==> src/rtl/lane_feed_stage_if.sv <==
// Bus bundle for one lane feed stage: the producer valid/ready handshake on
// the upstream side, and the valid/stall/flush protocol of the shared-resource
// stage on the downstream side.
// The master modport is the surroundings (producer, lane control, shared
// stage). The slave modport is the feed stage itself.
interface lane_feed_stage_if #(
  parameter int DATA_W = 32,
  parameter int TAG_W  = 4
);
  // Upstream producer handshake
  logic              up_valid;
  logic [DATA_W-1:0] up_data;
  logic              up_ready;
  // Lane control
  logic              flush_req;
  // Downstream shared-resource stage
  logic              ds_stall;
  logic              ds_valid;
  logic [DATA_W-1:0] ds_data;
  logic [TAG_W-1:0]  ds_tag;
  logic              ds_flush;

  modport master (
    output up_valid, up_data, flush_req, ds_stall,
    input  up_ready, ds_valid, ds_data, ds_tag, ds_flush
  );

  modport slave (
    input  up_valid, up_data, flush_req, ds_stall,
    output up_ready, ds_valid, ds_data, ds_tag, ds_flush
  );
endinterface

==> src/rtl/lane_feed_stage.sv <==
// Per-lane feed stage in front of the shared-resource pipeline.
// - Takes producer words over valid/ready.
// - Buffers up to two of them, head first.
// - Presents the head to the shared stage, which uses valid/stall/flush.
// - Stamps each accepted word with a wrapping sequence tag.
// - Counts downstream transfers (wrapping) and stalled cycles (saturating).
// up_ready looks only at stored state and flush_req, never at ds_stall. The
// second entry is the skid slot: it catches the word already in flight when
// the downstream stalls.
module lane_feed_stage #(
  parameter int DATA_W = 32,
  parameter int TAG_W  = 4,
  parameter int CNT_W  = 16
) (
  input  logic              clk,
  input  logic              reset,
  lane_feed_stage_if.slave  bus,
  output logic [CNT_W-1:0]  xfer_count,
  output logic [CNT_W-1:0]  stall_count
);

  // Buffer occupancy: 0, 1 or 2 entries
  logic [1:0]        cnt_q;
  // Entry 0 is the head and feeds the outputs directly
  logic [DATA_W-1:0] head_data_q;
  logic [TAG_W-1:0]  head_tag_q;
  // Entry 1 is the skid slot
  logic [DATA_W-1:0] skid_data_q;
  logic [TAG_W-1:0]  skid_tag_q;
  // Next sequence tag to stamp
  logic [TAG_W-1:0]  tag_q;
  logic              ds_flush_q;
  logic [CNT_W-1:0]  xfer_q;
  logic [CNT_W-1:0]  stall_q;

  logic accept;
  logic send;
  logic stalled;

  // Handshake terms. A flush blocks both directions for that cycle.
  assign bus.up_ready = (cnt_q != 2'd2) && !bus.flush_req;
  assign bus.ds_valid = (cnt_q != 2'd0);
  assign accept       = bus.up_valid && bus.up_ready;
  assign send         = bus.ds_valid && !bus.ds_stall && !bus.flush_req;
  assign stalled      = bus.ds_valid && bus.ds_stall && !bus.flush_req;

  assign bus.ds_data  = head_data_q;
  assign bus.ds_tag   = head_tag_q;
  assign bus.ds_flush = ds_flush_q;
  assign xfer_count   = xfer_q;
  assign stall_count  = stall_q;

  // Buffer occupancy, entry movement and tag stamping
  always_ff @(posedge clk or posedge reset) begin
    if (reset) begin
      cnt_q       <= 2'd0;
      // NOTE: the payload registers are reset as well, not only the
      // occupancy. ds_data must read 0 out of reset, and the skid slot is
      // cleared with the head so that no stale word survives a reset.
      head_data_q <= '0;
      head_tag_q  <= '0;
      skid_data_q <= '0;
      skid_tag_q  <= '0;
      tag_q       <= '0;
    end else if (bus.flush_req) begin
      // Drop everything buffered and restart the sequence. Payload
      // registers may keep stale data because cnt_q says they are empty.
      cnt_q <= 2'd0;
      tag_q <= '0;
    end else begin
      // NOTE: non-blocking assignments throughout. Every branch reads the
      // pre-edge values of cnt_q and the entries, which makes the
      // skid -> head move and the fresh write order-independent.
      unique case (cnt_q)
        2'd0: begin
          if (accept) begin
            head_data_q <= bus.up_data;
            head_tag_q  <= tag_q;
            cnt_q       <= 2'd1;
          end
        end
        2'd1: begin
          if (accept && send) begin
            head_data_q <= bus.up_data;
            head_tag_q  <= tag_q;
          end else if (accept) begin
            skid_data_q <= bus.up_data;
            skid_tag_q  <= tag_q;
            cnt_q       <= 2'd2;
          end else if (send) begin
            cnt_q <= 2'd0;
          end
        end
        2'd2: begin
          if (send) begin
            head_data_q <= skid_data_q;
            head_tag_q  <= skid_tag_q;
            cnt_q       <= 2'd1;
          end
        end
        default: cnt_q <= 2'd0;
      endcase
      if (accept) tag_q <= tag_q + 1'b1;
    end
  end

  // Forward the flush request to the shared stage one cycle later
  always_ff @(posedge clk or posedge reset) begin
    if (reset) ds_flush_q <= 1'b0;
    else       ds_flush_q <= bus.flush_req;
  end

  // Performance counters. Only reset clears them; a flush leaves them alone.
  always_ff @(posedge clk or posedge reset) begin
    if (reset) begin
      xfer_q  <= '0;
      stall_q <= '0;
    end else begin
      if (send) xfer_q <= xfer_q + 1'b1;
      if (stalled && (stall_q != '1)) stall_q <= stall_q + 1'b1;
    end
  end

endmodule
==> src/flat_wrapper.sv <==
// flat-port wrapper written by rule: the top's interface ports become plain ports
module lane_feed_stage_flat 
#(
  parameter int DATA_W = 32,
  parameter int TAG_W  = 4,
  parameter int CNT_W  = 16
)
  (clk, reset, xfer_count, stall_count, bus_up_valid, bus_up_data, bus_flush_req, bus_ds_stall, bus_up_ready, bus_ds_valid, bus_ds_data, bus_ds_tag, bus_ds_flush);
  lane_feed_stage_if #(.DATA_W(DATA_W), .TAG_W(TAG_W)) bus_i ();
  input  logic clk;
  input  logic reset;
  output logic [CNT_W-1:0] xfer_count;
  output logic [CNT_W-1:0] stall_count;
  input wire logic [$bits(bus_i.up_valid)-1:0] bus_up_valid;
  input wire logic [$bits(bus_i.up_data)-1:0] bus_up_data;
  input wire logic [$bits(bus_i.flush_req)-1:0] bus_flush_req;
  input wire logic [$bits(bus_i.ds_stall)-1:0] bus_ds_stall;
  output wire logic [$bits(bus_i.up_ready)-1:0] bus_up_ready;
  output wire logic [$bits(bus_i.ds_valid)-1:0] bus_ds_valid;
  output wire logic [$bits(bus_i.ds_data)-1:0] bus_ds_data;
  output wire logic [$bits(bus_i.ds_tag)-1:0] bus_ds_tag;
  output wire logic [$bits(bus_i.ds_flush)-1:0] bus_ds_flush;
  assign bus_i.up_valid = bus_up_valid;
  assign bus_i.up_data = bus_up_data;
  assign bus_i.flush_req = bus_flush_req;
  assign bus_i.ds_stall = bus_ds_stall;
  assign bus_up_ready = bus_i.up_ready;
  assign bus_ds_valid = bus_i.ds_valid;
  assign bus_ds_data = bus_i.ds_data;
  assign bus_ds_tag = bus_i.ds_tag;
  assign bus_ds_flush = bus_i.ds_flush;
  lane_feed_stage #(.DATA_W(DATA_W), .TAG_W(TAG_W), .CNT_W(CNT_W)) u_core (.clk(clk), .reset(reset), .bus(bus_i), .xfer_count(xfer_count), .stall_count(stall_count));
endmodule
==> config.mk <==
export PLATFORM = sky130hd
export DESIGN_NAME = lane_feed_stage_flat
export DESIGN_NICKNAME = d
export VERILOG_FILES = /design/src/rtl/lane_feed_stage_if.sv /design/src/rtl/lane_feed_stage.sv /design/src/flat_wrapper.sv
export SDC_FILE = /design/constraint.sdc
export NUM_CORES = 1
export LEC_CHECK = 0
export ABC_AREA = 1
export CAP_MARGIN = 20
export CORE_ASPECT_RATIO = 0.5
export CORE_MARGIN = 10
export CORE_UTILIZATION = 50
export CTS_CLUSTER_SIZE = 14
export DETAILED_ROUTE_END_ITERATION = 8
export GPL_TIMING_DRIVEN = 0
export PLACE_DENSITY = 0.74
export SYNTH_ARGS = -nofsm -noshare
export SYNTH_HDL_FRONTEND = slang
export SYNTH_SLANG_ARGS = --single-unit
export TNS_END_PERCENT = 1
==> constraint.sdc <==
create_clock -name clk -period 7.1 [get_ports clk]
set_input_delay 1.42 -clock clk [delete_from_list [all_inputs] [get_ports clk]]
set_output_delay 1.42 -clock clk [all_outputs]
set_load 0.02 [all_outputs]
### Word-level counts from Yosys, hierarchy flattened

Cells that the tools add are included.

| word-level totals | value |
|---|---|
| register bits after elaboration | 111 |
| memories kept | 0 |
| bits in writable memories | 0 |
| latch bits | 0 |
| memory bits (read-only) | 0 |
| word-level logic and storage cells | 59 |
| input port bits | 37 |

| operators by class | value |
|---|---|
| add/subtract/negate cells | 3 |
| bitwise operators | 2 |
| divide/modulo/power cells | 0 |
| reduce and logical (&&, ||, !) cells | 17 |
| shift-type cells | 0 |
| order comparisons | 0 |
| multiplexer cells | 17 |
| multipliers | 0 |
| equal/unequal tests | 11 |

Operators by type and width:

| kind | number |
|---|---|
| $mux W32 | 3 |
| $pmux W32 S3 | 1 |
| $add A16 B1 Y16 const B | 2 |
| $mux W4 | 5 |
| $ne A16 B16 Y1 const B | 1 |
| $mux W2 | 6 |
| $pmux W4 S3 | 1 |
| $logic_and A1 B1 Y1 | 8 |
| $reduce_and A4 Y1 | 2 |
| $ne A2 B1 Y1 const B | 3 |
| $ne A3 B2 Y1 const B | 2 |
| $pmux W2 S3 | 1 |
| $reduce_and A5 Y1 | 1 |
| $add A4 B1 Y4 const B | 1 |
| $ne A4 B2 Y1 const B | 1 |
| $reduce_bool A2 Y1 | 2 |
| $ne A3 B3 Y1 const B | 1 |
| $reduce_bool A3 Y1 | 1 |
| $eq A2 B1 Y1 const B | 1 |
| $eq A2 B2 Y1 const B | 1 |
| $logic_not A1 Y1 | 2 |
| $logic_not A2 Y1 | 1 |
| $ne A2 B2 Y1 const B | 1 |
| $not A1 Y1 | 2 |

### Longest topological paths before layout

| depth | value |
|---|---|
| depth in word-level cells | 8 |
| gate-level depth with buffers | 9 |

### Least setup slack after synthesis

No wires, ideal clock.

| path | value |
|---|---|
| kind | input-to-output |
| start | input port bus_flush_req |
| end | output port bus_up_ready |
| cell stages on the path | 1 |
| required time | 5680 ps |
| path buffers | 0 |
| slack | 3967 ps |
| arrival | 1713 ps |
| path through | nor2_1 |

| between the ends | value |
|---|---|
| word-level cells in the longest chain between the ends | 2 |

Ends and longest elaborated chain:

| element | line | RTL |
|---|---|---|
| from (decl) | flat_wrapper.sv:16 | `input wire logic [$bits(bus_i.flush_req)-1:0] bus_flush_req;` |
| $logic_not A1 Y1 | lane_feed_stage.sv:41 | `assign bus.up_ready = (cnt_q != 2'd2) && !bus.flush_req;` |
| $logic_and A1 B1 Y1 | lane_feed_stage.sv:41 |  |
| to (decl) | flat_wrapper.sv:18 | `output wire logic [$bits(bus_i.up_ready)-1:0] bus_up_ready;` |

Every way passes these cells.

### Worst setup path after layout

Ends and elaborated chain as after synthesis.

==> impl_metrics.yaml <==
synth:
  yosysUniqueCellTypes: 31
  synth_area_um2: 5300
  yosysWarnings: 0
  yosysSeqAreaShare_pct: 52.4
  syn_nets: 695
  synth.avg_cell_area_um2: 8.10
  syn_inst: 655
  ys_seq_elements: 111
cells_and_area:
  fin_area_um2: 6870
  n_fill_cell: 868
  nets: 814
  drive_above_1_share_pct: 7.32
  instances_no_fill: 919
  antennaDiodeCount: 0
  fin_util_pct: 66.8
  area_delta_synth_final_pct: 29.6
timing:
  slew_violations: 0
  fmax_mhz: 244
  rsz0062_at_grt: "false"
  setup_viol: 0
  worst_slew_pin_slew_ns: 0.694
  relSlewSlack_pct: 53.7
  totalNegativeSetupSlack_ns: 0
  finalCriticalPeriod_ns: 4.10
  skew_ns: 0.00986
  min_period_over_period_pct: 57.8
  final-hold-violation-count: 0
grt:
  grt_max_degree: 59
  grt_overflow_total: 0
  grt_pass1_vias: 4531
  antenna_found_initial: 0
  grt_usage_pct: 16.7
  grt_first_pass_wirelength_um: 22000
clock_network:
  cts_tree: "yes"
  hold_buffers: 0
  cts_setup_buffers: 0
  cts_made_buffers: 9
  cts-htree-levels: 3
  cts_sinks: 111
  worstSkewPairLatency_ns: 0.35
  cts_buffer_depth: 2
  cts_resized: 0
  root_buffer: "clkbuf_16"
  path_clk_slew_ns: 0.07
place:
  dp_cells: 903
  io_buffer_count: 107
  gp_congestion: 0.845
  hpwlAfterDp_um: 9350
  place_area_um2: 6580
floorplan:
  rows: 26
  die_w_um: 166
  core_um2: 10300
  die-area_um2: 15400
  initial_core_util_pct: 51.6
  pin_count: 108
  dieHeight_um: 92.8
route:
  wl_per_cell_um: 14.0
  wirelength_um: 12900
  ant_nets: 0
  drt_iter0_drc: 289
  drt_first_pass_iters: 5
  drc: 0
  via_per_inst: 4.97
  num_vias: 4566
setup_path:
  cp_slowest_cell: "clkdlybuf4s50_1"
  reg2reg_slack_ns: 5.26
  crit_buf_inv: 2
  crit_type: "input pin to output port"
  worst_ep_required_time_ns: 5.68
  start_kind: "input pin"
  cp_max_fo: 6
  crit_path_end_kind: "output port"
  cp_common_cell: "clkdlybuf4s50_1"
  worstPathCellList: "clkdlybuf4s50_1, nor2_1, clkdlybuf4s50_1"
  path_delay_family: "buffers and inverters"
  arrival_ns: 2.68
  cp_slowest_stage_delay_ns: 0.61
job:
  maxCapViolCount: 0
worst_hold_path:
  hold_class: "flip-flop to flip-flop"
power:
  vdd_ir_drop_max_mv: 0.181
  finalPower_mw: 2.26
  p_leak_nw: 3.24
  cellPowerDensity_nw_per_um2: 328
outcome:
  run_status: "finished clean"
## synth_stat cells (all sizes together)
master | number | area [µm²]
nand2 | 241 | 927
dfrtp | 111 | 2780
o21ai | 124 | 636
xor2 | 7 | 61.3
buf | 18 | 111
ha | 3 | 37.5
nand3b | 2 | 15.0
clkinv | 1 | 3.75
clkbuf | 7 | 30.0
o22ai | 2 | 12.5
nor3 | 6 | 40.0
nand4 | 10 | 77.6
xnor2 | 9 | 78.8
nor2 | 35 | 154
inv | 65 | 246
a21oi | 1 | 5.00
nand3 | 13 | 90.1
## state kept, by name, indices dropped and copies added (netlist names)
signal / count
u_core.skid_tag_q: 4
u_core.xfer_count: 16
u_core.bus.ds_data: 32
u_core.skid_data_q: 32
u_core.bus.ds_tag: 4
u_core.cnt_q: 2
u_core.stall_count: 16
u_core.bus.ds_flush: 1
u_core.tag_q: 4
## where the power goes
part	switching, mW	internal, mW
combinational	0.418	0.357
clock	0.247	0.248
sequential	0.141	0.844
## metal layers
layer  vias to the layer above  part of all wire [%]  GRT usage (%)
li1                       2314                     -              -
met4                         0                   1.2           4.47
met2                       111                    49           29.2
met3                        16                   4.9           4.26
met1                      2125                    45           20.3
met5                         -                     0              0
## worst paths after layout
check / endpoint / start / cells after the start
setup reg to reg: u_core.stall_count[7] / u_core.stall_count[0] / 9
setup / recovery: bus_up_ready / bus_flush_req / 3
hold / removal: u_core.skid_data_q[17] / u_core.skid_data_q[17] / 2
max in group asynchronous: u_core.bus.ds_data[17] / reset / 3
min in group asynchronous: u_core.bus.ds_data[0] / reset / 2
hold reg to reg: u_core.skid_data_q[17] / u_core.skid_data_q[17] / 2
## worst register-to-register path, delay by kind of cell, from the launching register on
kind,cells,cell delay (ns)
AOI/OAI and AO/OA,1,0.34
DFF,1,0.42
adders and majority gates,1,0.26
and+or+nand+nor,4,0.38
buffers and inverters,3,0.33
## logic make-up after synthesis
group	after synthesis	share of synthesized area [%]
and+or+nand+nor	307	24.6
AOI/OAI and AO/OA	127	12.3
DFF	111	52.4
buffers and inverters	91	7.38
xor gates and xnor gates	16	2.64
adders and majority gates	3	0.708
## final cells by class
| class | count | area [µm²] | share of cell area [%] |
|---|---|---|---|
| buffer | 25 | 141 | 2.06 |
| inverter | 66 | 253 | 3.68 |
| timing repair buffer | 108 | 1100 | 16.0 |
| clock inverter | 6 | 62.6 | 0.910 |
| sequential | 111 | 2780 | 40.4 |
| tap | 140 | 175 | 2.55 |
| clock buffer | 10 | 229 | 3.33 |
| multi-input combinational | 453 | 2130 | 31.1 |
## cell usage in the layout, fill, tap and decap left out, drive strengths merged, types with 2 or more instances in the layout
| cell | instances |
|---|---|
| xor2 | 7 |
| clkinv | 4 |
| clkbuf | 17 |
| ha | 3 |
| nor2 | 35 |
| inv | 68 |
| xnor2 | 9 |
| buf | 19 |
| nor3 | 6 |
| nand3b | 2 |
| o21ai | 124 |
| dfrtp | 111 |
| clkdlybuf4s50 | 107 |
| nand3 | 13 |
| o22ai | 2 |
| nand2 | 241 |
| nand4 | 10 |
## through the flow
stage | hold WS [ns] | worst slack (ns)
floorplan | 0.448 | 2.75
CTS | 0.488 | 2.98
finish | 0.481 | 3.00
detailed placement | 0.470 | 2.98
global placement | 0.461 | 1.07
global route | 0.499 | 2.94
Power figures use the tool's default switching activity.
==> patch 1 (same settings) <==
Register the output `xfer_count` once more, cleared by the reset; this adds one clock of latency there. The other outputs are not delayed to match.
--- a/src/rtl/lane_feed_stage.sv
+++ b/src/rtl/lane_feed_stage.sv
@@ -49,3 +49,9 @@
   assign bus.ds_flush = ds_flush_q;
-  assign xfer_count   = xfer_q;
+  always_ff @(posedge clk or posedge reset) begin
+    if (reset) begin
+      xfer_count <= '0;
+    end else begin
+      xfer_count <= xfer_q;
+    end
+  end
   assign stall_count  = stall_q;
Function: changed (a bounded check fails within 4 cycles, from zero or initial values and one cycle with reset high).
==> patch 1 against the original RTL <==
Area after synthesis grew 9.6%. Hold slack worse by 40 ps. Largest power group unchanged. Via count rose by 10%. Sequential cell count rose by 16. Global-route usage increased by 1.7 points. Power is 30% higher. Final area rose by 13%. Routed wire length grew 16%. Worst setup slack lost 65 ps.
==> patch 1: results (changes against the original RTL) <==
* Vias in the first global route at 5077 (was 4531)
* R2R Path Start: u_core.stall_count[1] (was u_core.stall_count[0])
* Filler cells at 870 (was 868)
* HPWL after DPL at 10500 µm (was 9350 µm)
* Arr. time, crit path at 2750 ps (was 2680 ps)
* Worst-path fanout max at 4 (was 6)
* Cell count of the worst hold path at 0 (was 2)
* Skew-Pair Late Insertion Delay at 420 ps (was 350 ps)
* Vias per cell at 5.04 (was 4.97)
* Hold Startpoint: u_core.xfer_q[1] (was u_core.skid_data_q[17])
* Dpl ws at 2940 ps (was 2980 ps)
* Clock transition at path regs at 50 ps (was 70 ps)
* Combinational gate power at 0.893 mW (was 0.775 mW)
* CTS resizes at 0 (unchanged)
* Reg-to-reg setup timing slack at 5210 ps (was 5260 ps)
* Largest vdd supply drop at 0.214 mV (was 0.181 mV)
* Max Root-Sink Buffers at 2 (unchanged)
* Sequential-to-total area share from yosys stat at 54.6% (was 52.4%)
* ANT cells at 0 (unchanged)
* Distinct cells, synth at 27 (was 31)
* Critical Path Max Stage Delay at 640 ps (was 610 ps)
* DRT Wirelength at 14900 µm (was 12900 µm)
* Layout Nets at 869 (was 814)
* Worst r2r dst: u_core.stall_count[10] (was u_core.stall_count[7])
* P_clk at 0.942 mW (was 0.495 mW)
* Pleak at 3.74 nW (was 3.24 nW)
* Iter 0 DRT Violations at 360 (was 289)
* CTS buffer count at 17 (was 9)
* First-pass GRT wire length at 24800 µm (was 22000 µm)
* Post-route clock skew at 6.63 ps (was 9.86 ps)
* Synth cell count leaders: nand2_1 (265), dfrtp_1 (127), o21ai_0 (80) (was nand2_1 (236), dfrtp_1 (111), o21ai_0 (91))
* Synth top area cells: dfrtp_1 (55%), nand2_1 (17%), o21ai_0 (6.9%) (was dfrtp_1 (52%), nand2_1 (17%), o21ai_0 (8.6%))
* Share of cells above drive strength 1 at 7.61% (was 7.32%)
* Status: finished clean (unchanged)
* GRT Total Usage at 18.4% (was 16.7%)
* H-tree depth at 4 (was 3)
* Slew HR at 69.1% (was 53.7%)
* P_sw at 0.969 mW (was 0.806 mW)
* Largest net degree at the start of global routing at 79 (was 59)
* Min-Delay Endpoint: u_core.xfer_count[1] (was u_core.skid_data_q[17])
* Routability congestion estimate from global placement at 0.836 (was 0.845)
* Synth async-reset ratio at 100% (unchanged)
* Mapped Nets at 742 (was 695)
patch 1: layout make-up:
class / count / area, µm² / share of cell area (%)
Tap cell: 159 / 199 / 2.57
Buffer: 27 / 158 / 2.03
Sequential cell: 127 / 3180 / 41.0
Clock buffer: 20 / 447 / 5.76
Multi-Input combinational cell: 482 / 2230 / 28.8
Clock inverter: 11 / 189 / 2.44
Timing Repair Buffer: 108 / 1100 / 14.2
Inverter: 66 / 253 / 3.26
patch 1: kinds of logic after synthesis:
group	after synthesis	synth area share (%)
buf+inv	93	6.97
xor+xnor	22	3.31
flops	127	54.6
compound gates	84	7.34
simple gates	373	27.1
fa+ha+maj	3	0.646
patch 1: stage by stage:
step	instance area (µm²)	total power, mW	hold slack, ps	utilization [%]	instances
2_1_floorplan	5820	1.58	380	-	702
3_3_place_gp	7090	1.96	413	63.4	968
3_5_place_dp	7120	2.00	416	63.7	969
4_1_cts	7750	2.95	438	69.3	1000
5_1_grt	7750	3.09	451	69.3	1000
6_report	7750	2.92	441	69.3	1000
patch 1: per-layer routing:
metal  part of all wire, %  vias to the layer above  global-route usage (%)  wire, µm
li1                      -                     2464                       -         -
met1                    44                     2406                    21.7      6570
met2                    48                      138                    31.1      7150
met3                   6.0                       34                    5.78       898
met4                   2.0                        0                    8.34       299
met5                     0                        -                       0         0
patch 1: how the worst max path moves through the flow:
stage | from | to | slack, ps
2_1_floorplan | reset | u_core.bus.ds_data[0] | 2300
3_3_place_gp | reset | u_core.stall_count[0] | 530
3_5_place_dp | bus_flush_req | bus_up_ready | 2940
4_1_cts | bus_flush_req | bus_up_ready | 2930
5_1_grt | bus_flush_req | bus_up_ready | 2870
6_report | bus_flush_req | bus_up_ready | 2930
patch 1: critical path: cells and delay by family:
family / cells / cell delay, ps
buffers and inverters: 2 / 1130
and+or+nand+nor: 1 / 200
==> patch 2 (config.mk and constraints unchanged) <==
Made on the original files. `DATA_W` is set to 32 in 3 places; all go to 48.
--- a/src/rtl/lane_feed_stage_if.sv
+++ b/src/rtl/lane_feed_stage_if.sv
@@ -6,3 +6,3 @@
 interface lane_feed_stage_if #(
-  parameter int DATA_W = 32,
+  parameter int DATA_W = 48,
   parameter int TAG_W  = 4
--- a/src/rtl/lane_feed_stage.sv
+++ b/src/rtl/lane_feed_stage.sv
@@ -10,3 +10,3 @@
 module lane_feed_stage #(
-  parameter int DATA_W = 32,
+  parameter int DATA_W = 48,
   parameter int TAG_W  = 4,
--- a/src/flat_wrapper.sv
+++ b/src/flat_wrapper.sv
@@ -3,3 +3,3 @@
 #(
-  parameter int DATA_W = 32,
+  parameter int DATA_W = 48,
   parameter int TAG_W  = 4,
Interface: changed (resized bus_ds_data and bus_up_data); port bits go from 108 to 140. The function was not compared with the original's and may differ.
==> patch 2 against the original RTL <==
Worst setup slack worse by 110 ps. Routed wire length is 36% higher. Critical path depth stayed put. Combinational power is 68% higher. Final area is 32% higher. Area after synthesis is 29% higher. Sequential cell count is 32 higher. Power is 55% higher. Largest power group unchanged.
==> patch 2: results (changes against the original RTL) <==
* DRT Wirelength at 17600 µm (was 12900 µm)
* Die X at 186 µm (was 166 µm)
* Seq area share at 39.4% (was 40.4%)
* CTS Sinks at 143 (was 111)
* Skew-Pair Late Insertion Delay at 410 ps (was 350 ps)
* Number of clock buffers in the layout at 18 (was 10)
* Xor/xnor share of the synthesized area at 2.68% (was 2.64%)
* Sequential-to-total area share from yosys stat at 52.2% (was 52.4%)
* Routability congestion estimate from global placement at 0.831 (was 0.845)
* GR Overflow Total at 0 (unchanged)
* CTS buffer count at 17 (was 9)
* P_clk at 0.862 mW (was 0.495 mW)
* Clock network contribution to total cell area at 6.32% (was 4.24%)
* H-tree depth at 4 (was 3)
* Post-Synth Adder-Cell Area at 0.548% (was 0.708%)
* Layout Nets at 1070 (was 814)
* Seq pwr at 1.33 mW (was 0.985 mW)
* Synth top area cells: dfrtp_1 (52%), nand2_1 (17%), o21ai_0 (5.0%) (was dfrtp_1 (52%), nand2_1 (17%), o21ai_0 (8.6%))
* Pleak at 4.40 nW (was 3.24 nW)
* Dpl ws at 2900 ps (was 2980 ps)
* Input/output buffers at 139 (was 107)
* Via count at 6120 (was 4566)
* Largest net degree at the start of global routing at 77 (was 59)
* Internal power at 2.20 mW (was 1.45 mW)
* Iter 0 DRT Violations at 406 (was 289)
* Vias in the first global route at 5914 (was 4531)
* Complex-gate fraction of the synthesized area at 9.35% (was 12.3%)
* Non-CTS buffers at 181 (was 133)
* Mapped Nets at 911 (was 695)
* Multi-input gate area at 0.00267 mm² (was 0.00213 mm²)
* Placed cell areas at 0.00850 mm² (was 0.00658 mm²)
* Status: finished clean (unchanged)
* Non-clk buf share at 18.8% (was 18.0%)
* Nonclk inv count at 87 (was 66)
* HPWL after DPL at 12600 µm (was 9350 µm)
* Largest vdd supply drop at 0.196 mV (was 0.181 mV)
* First-pass GRT wire length at 29000 µm (was 22000 µm)
* Arr. time, crit path at 2790 ps (was 2680 ps)
* Worst-path fanout max at 5 (was 6)
* Post-route clock skew at 10.1 ps (was 9.86 ps)
* Slew HR at 57.1% (was 53.7%)
* Mean post-synth cell area at 8.02 µm² (was 8.10 µm²)
* GRT Total Usage at 18.7% (was 16.7%)
* Share of cells above drive strength 1 at 7.89% (was 7.32%)
* Filler cells at 1148 (was 868)
## patch 2: per-layer routing
metal | up-vias | global-route usage [%] | part of all wire, %
met5 | - | 0 | 0
met4 | 0 | 4.31 | 0.93
met3 | 14 | 5.80 | 7.4
met2 | 163 | 30.7 | 48
met1 | 2934 | 23.8 | 44
li1 | 3009 | - | -
## patch 2: final timing paths
kind / start / to / slack [ps] / cells after the start
setup / recovery: bus_flush_req / bus_up_ready / 2890 / 3
hold / removal: u_core.bus.ds_data[7] / u_core.bus.ds_data[7] / 470 / 2
setup reg to reg: u_core.stall_count[0] / u_core.stall_count[12] / 5210 / 9
hold reg to reg: u_core.bus.ds_data[7] / u_core.bus.ds_data[7] / 470 / 2
max in group asynchronous: reset / u_core.skid_data_q[8] / 4830 / 3
min in group asynchronous: reset / u_core.stall_count[1] / 1470 / 2
